$ cat src/rtl/axil_regbank_slave.sv
// AXI4-Lite register bank: NUM_RW byte-strobed control registers and NUM_RO status words,
// with per-register write pulses and per-status-word read pulses for user logic.
module axil_regbank_slave #(
    parameter int C_S_AXI_DATA_WIDTH = 32,
    parameter int C_S_AXI_ADDR_WIDTH = 28,
    parameter int NUM_RW             = 8,
    parameter int NUM_RO             = 4
) (
    input  logic                                   S_AXI_ACLK,
    input  logic                                   S_AXI_ARESETN,
    input  logic [C_S_AXI_ADDR_WIDTH-1:0]          S_AXI_AWADDR,
    input  logic [2:0]                             S_AXI_AWPROT,
    input  logic                                   S_AXI_AWVALID,
    output logic                                   S_AXI_AWREADY,
    input  logic [C_S_AXI_DATA_WIDTH-1:0]          S_AXI_WDATA,
    input  logic [C_S_AXI_DATA_WIDTH/8-1:0]        S_AXI_WSTRB,
    input  logic                                   S_AXI_WVALID,
    output logic                                   S_AXI_WREADY,
    output logic [1:0]                             S_AXI_BRESP,
    output logic                                   S_AXI_BVALID,
    input  logic                                   S_AXI_BREADY,
    input  logic [C_S_AXI_ADDR_WIDTH-1:0]          S_AXI_ARADDR,
    input  logic [2:0]                             S_AXI_ARPROT,
    input  logic                                   S_AXI_ARVALID,
    output logic                                   S_AXI_ARREADY,
    output logic [C_S_AXI_DATA_WIDTH-1:0]          S_AXI_RDATA,
    output logic [1:0]                             S_AXI_RRESP,
    output logic                                   S_AXI_RVALID,
    input  logic                                   S_AXI_RREADY,
    output logic [NUM_RW*C_S_AXI_DATA_WIDTH-1:0]   reg_out,
    output logic [NUM_RW-1:0]                      wr_pulse,
    input  logic [((NUM_RO > 0) ? NUM_RO : 1)*C_S_AXI_DATA_WIDTH-1:0] status_in,
    output logic [((NUM_RO > 0) ? NUM_RO : 1)-1:0] rd_pulse
);
    localparam int DW       = C_S_AXI_DATA_WIDTH;
    localparam int SW       = DW / 8;
    localparam int ADDR_LSB = $clog2(SW);
    localparam int IDXW     = C_S_AXI_ADDR_WIDTH - ADDR_LSB;
    localparam int NRO      = (NUM_RO > 0) ? NUM_RO : 1;
    localparam logic [1:0] RESP_OKAY   = 2'b00;
    localparam logic [1:0] RESP_SLVERR = 2'b10;

    logic            aw_full_q, w_full_q;
    logic [IDXW-1:0] aw_idx_q;
    logic [DW-1:0]   w_data_q;
    logic [SW-1:0]   w_strb_q;
    logic            bvalid_q, rvalid_q;
    logic [1:0]      bresp_q, rresp_q;
    logic [DW-1:0]   rdata_q;
    logic [NUM_RW-1:0] wr_pulse_q;
    logic [NRO-1:0]  rd_pulse_q;
    logic [DW-1:0]   regs_q [NUM_RW];

    logic            aw_hs, w_hs, ar_hs, wr_commit;
    logic [IDXW-1:0] ar_idx;
    logic [NUM_RW-1:0] wr_rw_hit, rd_rw_hit;
    logic [NRO-1:0]  rd_ro_hit;
    logic [DW-1:0]   rd_word;

    // Ready outputs are gated by reset so they read low while reset is asserted.
    assign S_AXI_AWREADY = S_AXI_ARESETN & ~aw_full_q;
    assign S_AXI_WREADY  = S_AXI_ARESETN & ~w_full_q;
    assign S_AXI_ARREADY = S_AXI_ARESETN & ~rvalid_q;

    assign aw_hs     = S_AXI_AWVALID & S_AXI_AWREADY;
    assign w_hs      = S_AXI_WVALID & S_AXI_WREADY;
    assign ar_hs     = S_AXI_ARVALID & S_AXI_ARREADY;
    assign wr_commit = aw_full_q & w_full_q & (~bvalid_q | S_AXI_BREADY);
    assign ar_idx    = S_AXI_ARADDR[C_S_AXI_ADDR_WIDTH-1:ADDR_LSB];

    always_comb begin
        wr_rw_hit = '0;
        rd_rw_hit = '0;
        rd_ro_hit = '0;
        for (int i = 0; i < NUM_RW; i++) begin
            wr_rw_hit[i] = (aw_idx_q == IDXW'(i));
            rd_rw_hit[i] = (ar_idx == IDXW'(i));
        end
        for (int j = 0; j < NUM_RO; j++) begin
            rd_ro_hit[j] = (ar_idx == IDXW'(NUM_RW + j));
        end
    end

    always_comb begin
        rd_word = '0;
        for (int i = 0; i < NUM_RW; i++) begin
            if (rd_rw_hit[i]) rd_word = regs_q[i];
        end
        for (int j = 0; j < NUM_RO; j++) begin
            if (rd_ro_hit[j]) rd_word = status_in[j*DW +: DW];
        end
    end

    always_ff @(posedge S_AXI_ACLK or negedge S_AXI_ARESETN) begin
        if (!S_AXI_ARESETN) begin
            aw_full_q  <= 1'b0;
            w_full_q   <= 1'b0;
            aw_idx_q   <= '0;
            w_data_q   <= '0;
            w_strb_q   <= '0;
            bvalid_q   <= 1'b0;
            bresp_q    <= RESP_OKAY;
            wr_pulse_q <= '0;
        end else begin
            wr_pulse_q <= '0;
            if (aw_hs) begin
                aw_full_q <= 1'b1;
                aw_idx_q  <= S_AXI_AWADDR[C_S_AXI_ADDR_WIDTH-1:ADDR_LSB];
            end else if (wr_commit) begin
                aw_full_q <= 1'b0;
            end
            if (w_hs) begin
                w_full_q <= 1'b1;
                w_data_q <= S_AXI_WDATA;
                w_strb_q <= S_AXI_WSTRB;
            end else if (wr_commit) begin
                w_full_q <= 1'b0;
            end
            if (wr_commit) begin
                bvalid_q   <= 1'b1;
                bresp_q    <= (|wr_rw_hit) ? RESP_OKAY : RESP_SLVERR;
                wr_pulse_q <= (|w_strb_q) ? wr_rw_hit : '0;
            end else if (S_AXI_BREADY) begin
                bvalid_q <= 1'b0;
            end
        end
    end

    always_ff @(posedge S_AXI_ACLK or negedge S_AXI_ARESETN) begin
        if (!S_AXI_ARESETN) begin
            for (int i = 0; i < NUM_RW; i++) regs_q[i] <= '0;
        end else if (wr_commit) begin
            for (int i = 0; i < NUM_RW; i++) begin
                for (int b = 0; b < SW; b++) begin
                    if (wr_rw_hit[i] && w_strb_q[b]) regs_q[i][b*8 +: 8] <= w_data_q[b*8 +: 8];
                end
            end
        end
    end

    // RDATA/RRESP only load on an AR handshake, which cannot happen while RVALID is held.
    always_ff @(posedge S_AXI_ACLK or negedge S_AXI_ARESETN) begin
        if (!S_AXI_ARESETN) begin
            rvalid_q   <= 1'b0;
            rresp_q    <= RESP_OKAY;
            rdata_q    <= '0;
            rd_pulse_q <= '0;
        end else begin
            rd_pulse_q <= '0;
            if (ar_hs) begin
                rvalid_q   <= 1'b1;
                rdata_q    <= rd_word;
                rresp_q    <= (|rd_rw_hit || |rd_ro_hit) ? RESP_OKAY : RESP_SLVERR;
                rd_pulse_q <= rd_ro_hit;
            end else if (S_AXI_RREADY) begin
                rvalid_q <= 1'b0;
            end
        end
    end

    for (genvar g = 0; g < NUM_RW; g++) begin : g_reg_out
        assign reg_out[g*DW +: DW] = regs_q[g];
    end

    assign S_AXI_BVALID = bvalid_q;
    assign S_AXI_BRESP  = bresp_q;
    assign S_AXI_RVALID = rvalid_q;
    assign S_AXI_RRESP  = rresp_q;
    assign S_AXI_RDATA  = rdata_q;
    assign wr_pulse     = wr_pulse_q;
    assign rd_pulse     = rd_pulse_q;

    logic unused_ok;
    assign unused_ok = &{1'b0, S_AXI_AWPROT, S_AXI_ARPROT,
                         S_AXI_AWADDR[ADDR_LSB-1:0], S_AXI_ARADDR[ADDR_LSB-1:0]};
endmodule

$ cat config.mk
export PLATFORM = sky130hd
export DESIGN_NAME = axil_regbank_slave
export DESIGN_NICKNAME = d
export VERILOG_FILES = /design/src/rtl/axil_regbank_slave.sv
export SDC_FILE = /design/constraint.sdc
export NUM_CORES = 1
export LEC_CHECK = 0
export BUFFER_PORTS_ARGS = -buffer_cell sky130_fd_sc_hd__buf_2
export CORE_AREA = 4 4 210 212
export CTS_CLUSTER_DIAMETER = 100
export DETAILED_ROUTE_END_ITERATION = 12
export DIE_AREA = 0 0 214 216
export MAX_ROUTING_LAYER = met4
export PLACE_DENSITY = 0.79
export SYNTH_ARGS = -nofsm -noshare
export SYNTH_HDL_FRONTEND = slang
export SYNTH_SLANG_ARGS = --single-unit
$ cat constraint.sdc
create_clock -name S_AXI_ACLK -period 5.1 [get_ports S_AXI_ACLK]
set_input_delay 0.51 -clock S_AXI_ACLK [delete_from_list [all_inputs] [get_ports S_AXI_ACLK]]
set_output_delay 0.51 -clock S_AXI_ACLK [all_outputs]
set_load 0.02 [all_outputs]
## Word-level counts from Yosys, hierarchy flattened

Index checks and enable logic that the tools add are counted.
Widths: inputs -> output; s select.

- Input port bits: 233
- Flip-flop bits (word level): 370
- Logic and storage cells: 174
- Output and inout bits: 309

- Reductions and logical operators: 75
- Bitwise gates (word level): 13
- Multiplexer cells: 24
- Equality and inequality tests: 18

Operator list:

| kind | number |
|---|---|
| $mux 32 | 12 |
| $eq 26x3->1 const B | 8 |
| $eq 26x2->1 const B | 4 |
| $eq 26x4->1 const B | 4 |
| $reduce_and 2->1 | 32 |
| $eq 26x1->1 const B | 2 |
| $logic_not 26->1 | 2 |
| $logic_and 1x1->1 | 32 |
| $mux 8 | 2 |
| $reduce_or 8->1 | 2 |
| $and 1x1->1 | 8 |
| $reduce_bool 2->1 | 4 |
| $reduce_or 4->1 | 2 |
| $mux 1 | 7 |
| $mux 2 | 2 |
| $mux 4 | 1 |
| $not 1->1 | 4 |
| $logic_or 1x1->1 | 1 |
| $or 1x1->1 | 1 |

## Longest topological paths before layout

- Depth in word-level cells: 13
- Depth in mapped cells: 9
- Depth with buffers taken out: 7

## Worst setup path after synthesis

Ideal clock, no wire load.

- Kind: input to register
- Start point: in S_AXI_ARADDR[10]
- End point: reg rdata_q[15] (netlist: S_AXI_RDATA[15])
- Setup time: 0.127 ns
- Data arrival time: 2.667 ns
- Path buffers: 1
- Path slack: 2.306 ns
- Data required time: 4.973 ns
- Stages: 7
- Path through: or4_1 -> buf_2 -> or4_1 -> nor2_4 -> mux2_1 -> a221oi_1 -> o21ai_1

- Word-level cells in the longest chain between the ends: 13
- Elaborated cells on any way between the ends: 24
- Those cells by class: eq/ne (11); mux (12); reduce/logical (1)

RTL lines:

| item | RTL line | source |
|---|---|---|
| start: declaration | 22 | `input logic [C_S_AXI_ADDR_WIDTH-1:0] S_AXI_ARADDR,` |
| $logic_not 26->1 | 77 | `rd_rw_hit[i] = (ar_idx == IDXW'(i));` |
| $mux 32 (8 in series) | 87 | `if (rd_rw_hit[i]) rd_word = regs_q[i];` |
| $mux 32 (3 in series) | 90 | `if (rd_ro_hit[j]) rd_word = status_in[j*DW +: DW];` |
| $mux 32 * | 90 |  |
| end signal: assignment | 152 | `rdata_q <= rd_word;` |
| end: declaration | 49 | `logic [DW-1:0] rdata_q;` |

Every way passes the cells marked *; elsewhere a longest branch is shown, timed or not.
A chain may end at the register's enable or synchronous reset.

## Final worst setup path

- Start point: reg aw_idx_q[17]
- End point: reg regs_q, in the netlist reg_out[66]

- Word-level cells in the longest chain between the ends: 3

RTL lines:

| item | RTL line | source |
|---|---|---|
| start: declaration | 44 | `logic [IDXW-1:0] aw_idx_q;` |
| start signal: assignment | 108 | `aw_idx_q <= S_AXI_AWADDR[C_S_AXI_ADDR_WIDTH-1:ADDR_LSB];` |
| $eq 26x2->1 | 76 | `wr_rw_hit[i] = (aw_idx_q == IDXW'(i));` |
| $logic_and 1x1->1 | 135 | `if (wr_rw_hit[i] && w_strb_q[b]) regs_q[i][b*8 +: 8] <= w_data_q[b*8 +: 8];` |
| $reduce_and 2->1 (no source line) | n/a |  |
| end signal: indexed assignment | 135 |  |
| end: declaration | 52 | `logic [DW-1:0] regs_q [NUM_RW];` |

No other way between the ends.

==> reports/summary.txt <==
Met1 Use GR -> 0.397
Io pins -> 542
Die Y -> 216 microns
Register share of total power -> 0.489
Layer with the highest usage -> met2
Mean area per synthesized cell -> 12.0 sq um
Die area -> 46,200 sq um
Post-synth EDFFs -> 0
Setup CP Type -> reg -> reg
P&R area growth vs syn -> 25.4%
Initial antenna violation count -> 4
CP required -> 5540 ps
Worst-path maximum fanout -> 8
Final-layout fill cell count -> 3,664
Slew of the pin with the lowest slew margin -> 1040 ps
Final std cells w/o fill -> 2,576
Routed Antenna Nets -> 0
Setup TNS -> 0 ps
Port Buf Inserts -> 529
Clock Root Buffer -> clkbuf_16
DR iter-0 viols -> 1,419
Pint -> 5390 uW
VDD IR max -> 0.323 mV
Yosys warns -> 0
P_leak -> 0.0115 uW
Deepest clock path buffer count -> 3
Switch share -> 0.283
Final hold viol count -> 0
Complex-gate fraction of the synthesized area -> 0.107
# clock sinks -> 368
Post-synthesis async set-or-reset flop share -> 1.00
Fin. max-slew vios -> 0
Largest net degree at the start of global routing -> 173
Comb pwr share -> 0.116
Die width -> 214 microns
Dominant synthesized flop cell -> dfrtp_1
Xor/xnor share of the synthesized area -> 0
Via density per instance -> 6.08
Max Cap Violations -> 0
WP data arrival -> 4040 ps
Nets -> 2,242
Mean routed wirelength per cell -> 28.8 microns
CORE AREA -> 41,900 sq um
Detailed placement HPWL -> 54,800 microns
Seq/Total Area, Yosys -> 0.515
CTS H-tree lvls -> 2
CTS buffer count -> 41
Skew final -> 17.3 ps
Finish-stage setup viols -> 0
Vias -> 15,663
Adder-cell area share of the yosys netlist -> 0
Latest clock arrival within the worst-skew pair -> 560 ps
Share of cells above drive strength 1 -> 0.495
Cell count after placement -> 2,504
Row count -> 75
Synth Area in Simple Gates -> 0.104
Final Cycle Share -> 0.706
GRT Total Usage -> 0.319
Largest family of logic cells by synthesized area -> multiplexers
Reg clk slew, reported paths -> 60 ps
Yosys cell types -> 71
GR Util met3 -> 0.0885
Initial Util -> 0.427
Final period demand of the worst path -> 3600 ps
RSZ-0062 raised after global routing -> false
Status -> finished clean
Post-Synthesis Cells -> 1,496
CP endpoint kind -> flip-flop
CTS tree -> built
Total grt overflow -> 0
Switch Pwr -> 2130 uW
Pwr/cell area -> 335 nW/um^2
HP Class -> in -> reg
Clock power frac -> 0.395
Mapped Area -> 17,900 sq um
Post-synthesis mux area share -> 0.250
Remaining DRCs -> 0
Global placement routability congestion -> 0.959
Synth Register Bits -> 368
Vias in the first global route -> 16,154
First-pass iteration count of the detailed router -> 5
F_max -> 278 MHz
First-pass GRT wire length -> 108,000 microns
Most common cell after layout, fill and taps aside -> buf_2
Worst Setup Start Kind -> flip-flop
Commonest non-fill, non-tap cells in the layout -> buf_2 (526), dfrtp_1 (368), mux2_2 (333)
M2 GR Usage -> 0.494
Detailed Route WL -> 74,100 microns
Max-slew headroom -> 0.304
## sequential cells by signal (all words and copies together), names as in the netlist, 4 cells and up
signal,cells
wr_pulse,8
aw_idx_q,26
w_data_q,32
S_AXI_RDATA,32
rd_pulse,4
w_strb_q,4
reg_out,256
## synthesized netlist by cell type (5+ instances only)
library cell  instances  area [sq um]
o31ai_1               7          52.6
clkbuf_1             56           210
dfrtp_1             368          9210
nor3_2               11           110
and2_1                5          31.3
buf_1                11          41.3
nor2b_1              34           213
nand3_1              26           130
o41ai_1               5          43.8
nor3_1               20           100
mux2_2              333          3750
o211ai_1             15           113
nand2b_1             20           125
o22ai_1              33           206
mux2i_1              45           450
nand4_1               5          31.3
nor2_1               72           270
o2bb2ai_1             7          61.3
inv_1                 5          18.8
or4_1                 6          45.0
nor4_1               14          87.6
buf_2                14          70.1
o21ai_0              54           270
nand2_1             105           394
a211oi_1              6          45.0
a22oi_1              12          90.1
a31oi_1              20           125
a21oi_1              68           340
buf_6                 5          56.3
a32oi_1              18           158
mux4_2               12           270
## layout make-up
type	instances	area, sq um	share of cell area
antenna	3	7.51	0.000335
clock buffer	58	1190	0.0531
clock inverter	10	131	0.00586
inverter	7	26.3	0.00117
multi-input combinational	1032	8290	0.369
sequential	368	9210	0.410
tap	539	674	0.0301
timing repair buffer	559	2910	0.130
## path summary, 6_finish.rpt
kind	slack [ps]	endpoint	startpoint	cells after the start
setup / recovery	1500	reg_out[66]	aw_idx_q[17]	6
hold / removal	150	S_AXI_RVALID	S_AXI_RREADY	2
setup reg to reg	1500	reg_out[66]	aw_idx_q[17]	6
hold reg to reg	500	S_AXI_RDATA[26]	S_AXI_RDATA[26]	2
max in group asynchronous	3390	reg_out[235]	S_AXI_ARESETN	3
min in group asynchronous	430	w_data_q[25]	S_AXI_ARESETN	2
## cell families (layout without fill, tap and decap cells)
kind of cell | after synthesis | count (layout)
flops | 368 | 368
compound gates | 288 | 288
simple gates | 351 | 351
buf+inv | 97 | 634
mux | 391 | 391
other cells | 1 | 5
## worst max-delay path, stage by stage (launching register included)
cell and delay (ps):
dfrtp_1 410, nor3_1 380, nand4_1 220, nor3_1 360, nor3b_1 830, nand2_1 760, mux2_2 500
## power groups by stage
stage               logic [uW]  clock network (uW)  registers (uW)
finish                     875                2970            3670
global route               948                3140            3720
CTS                        875                3010            3650
detailed placement         870                   0            3710
global placement           838                   0            3670
floorplan                  534                   0            3520
## metal layers
layer,vias to the layer above,part of all wire
met5,-,0
met3,194,0.093
li1,6598,-
met2,943,0.46
met4,0,0.046
met1,7928,0.40
## stage by stage
stage               cell area (sq um)   util  hold slack (ps)  power, uW  setup WS, ps
finish                          22400  0.535              150       7510          1500
detailed placement              21100  0.503              418       4580          1230
floorplan                       17900      -              214       4060          2310
global placement                21100  0.503              412       4510          1220
global route                    22400  0.535              135       7810          1230
CTS                             22400  0.535              121       7540          1480
## what timing repair did
action / in CTS / in global routing
buffers inserted: 0 / 0
hold buffers: 1 / 0
hold endpoints to repair: 33 / 0
resized for setup: 0 / 0
Power figures use the tool's default switching activity.
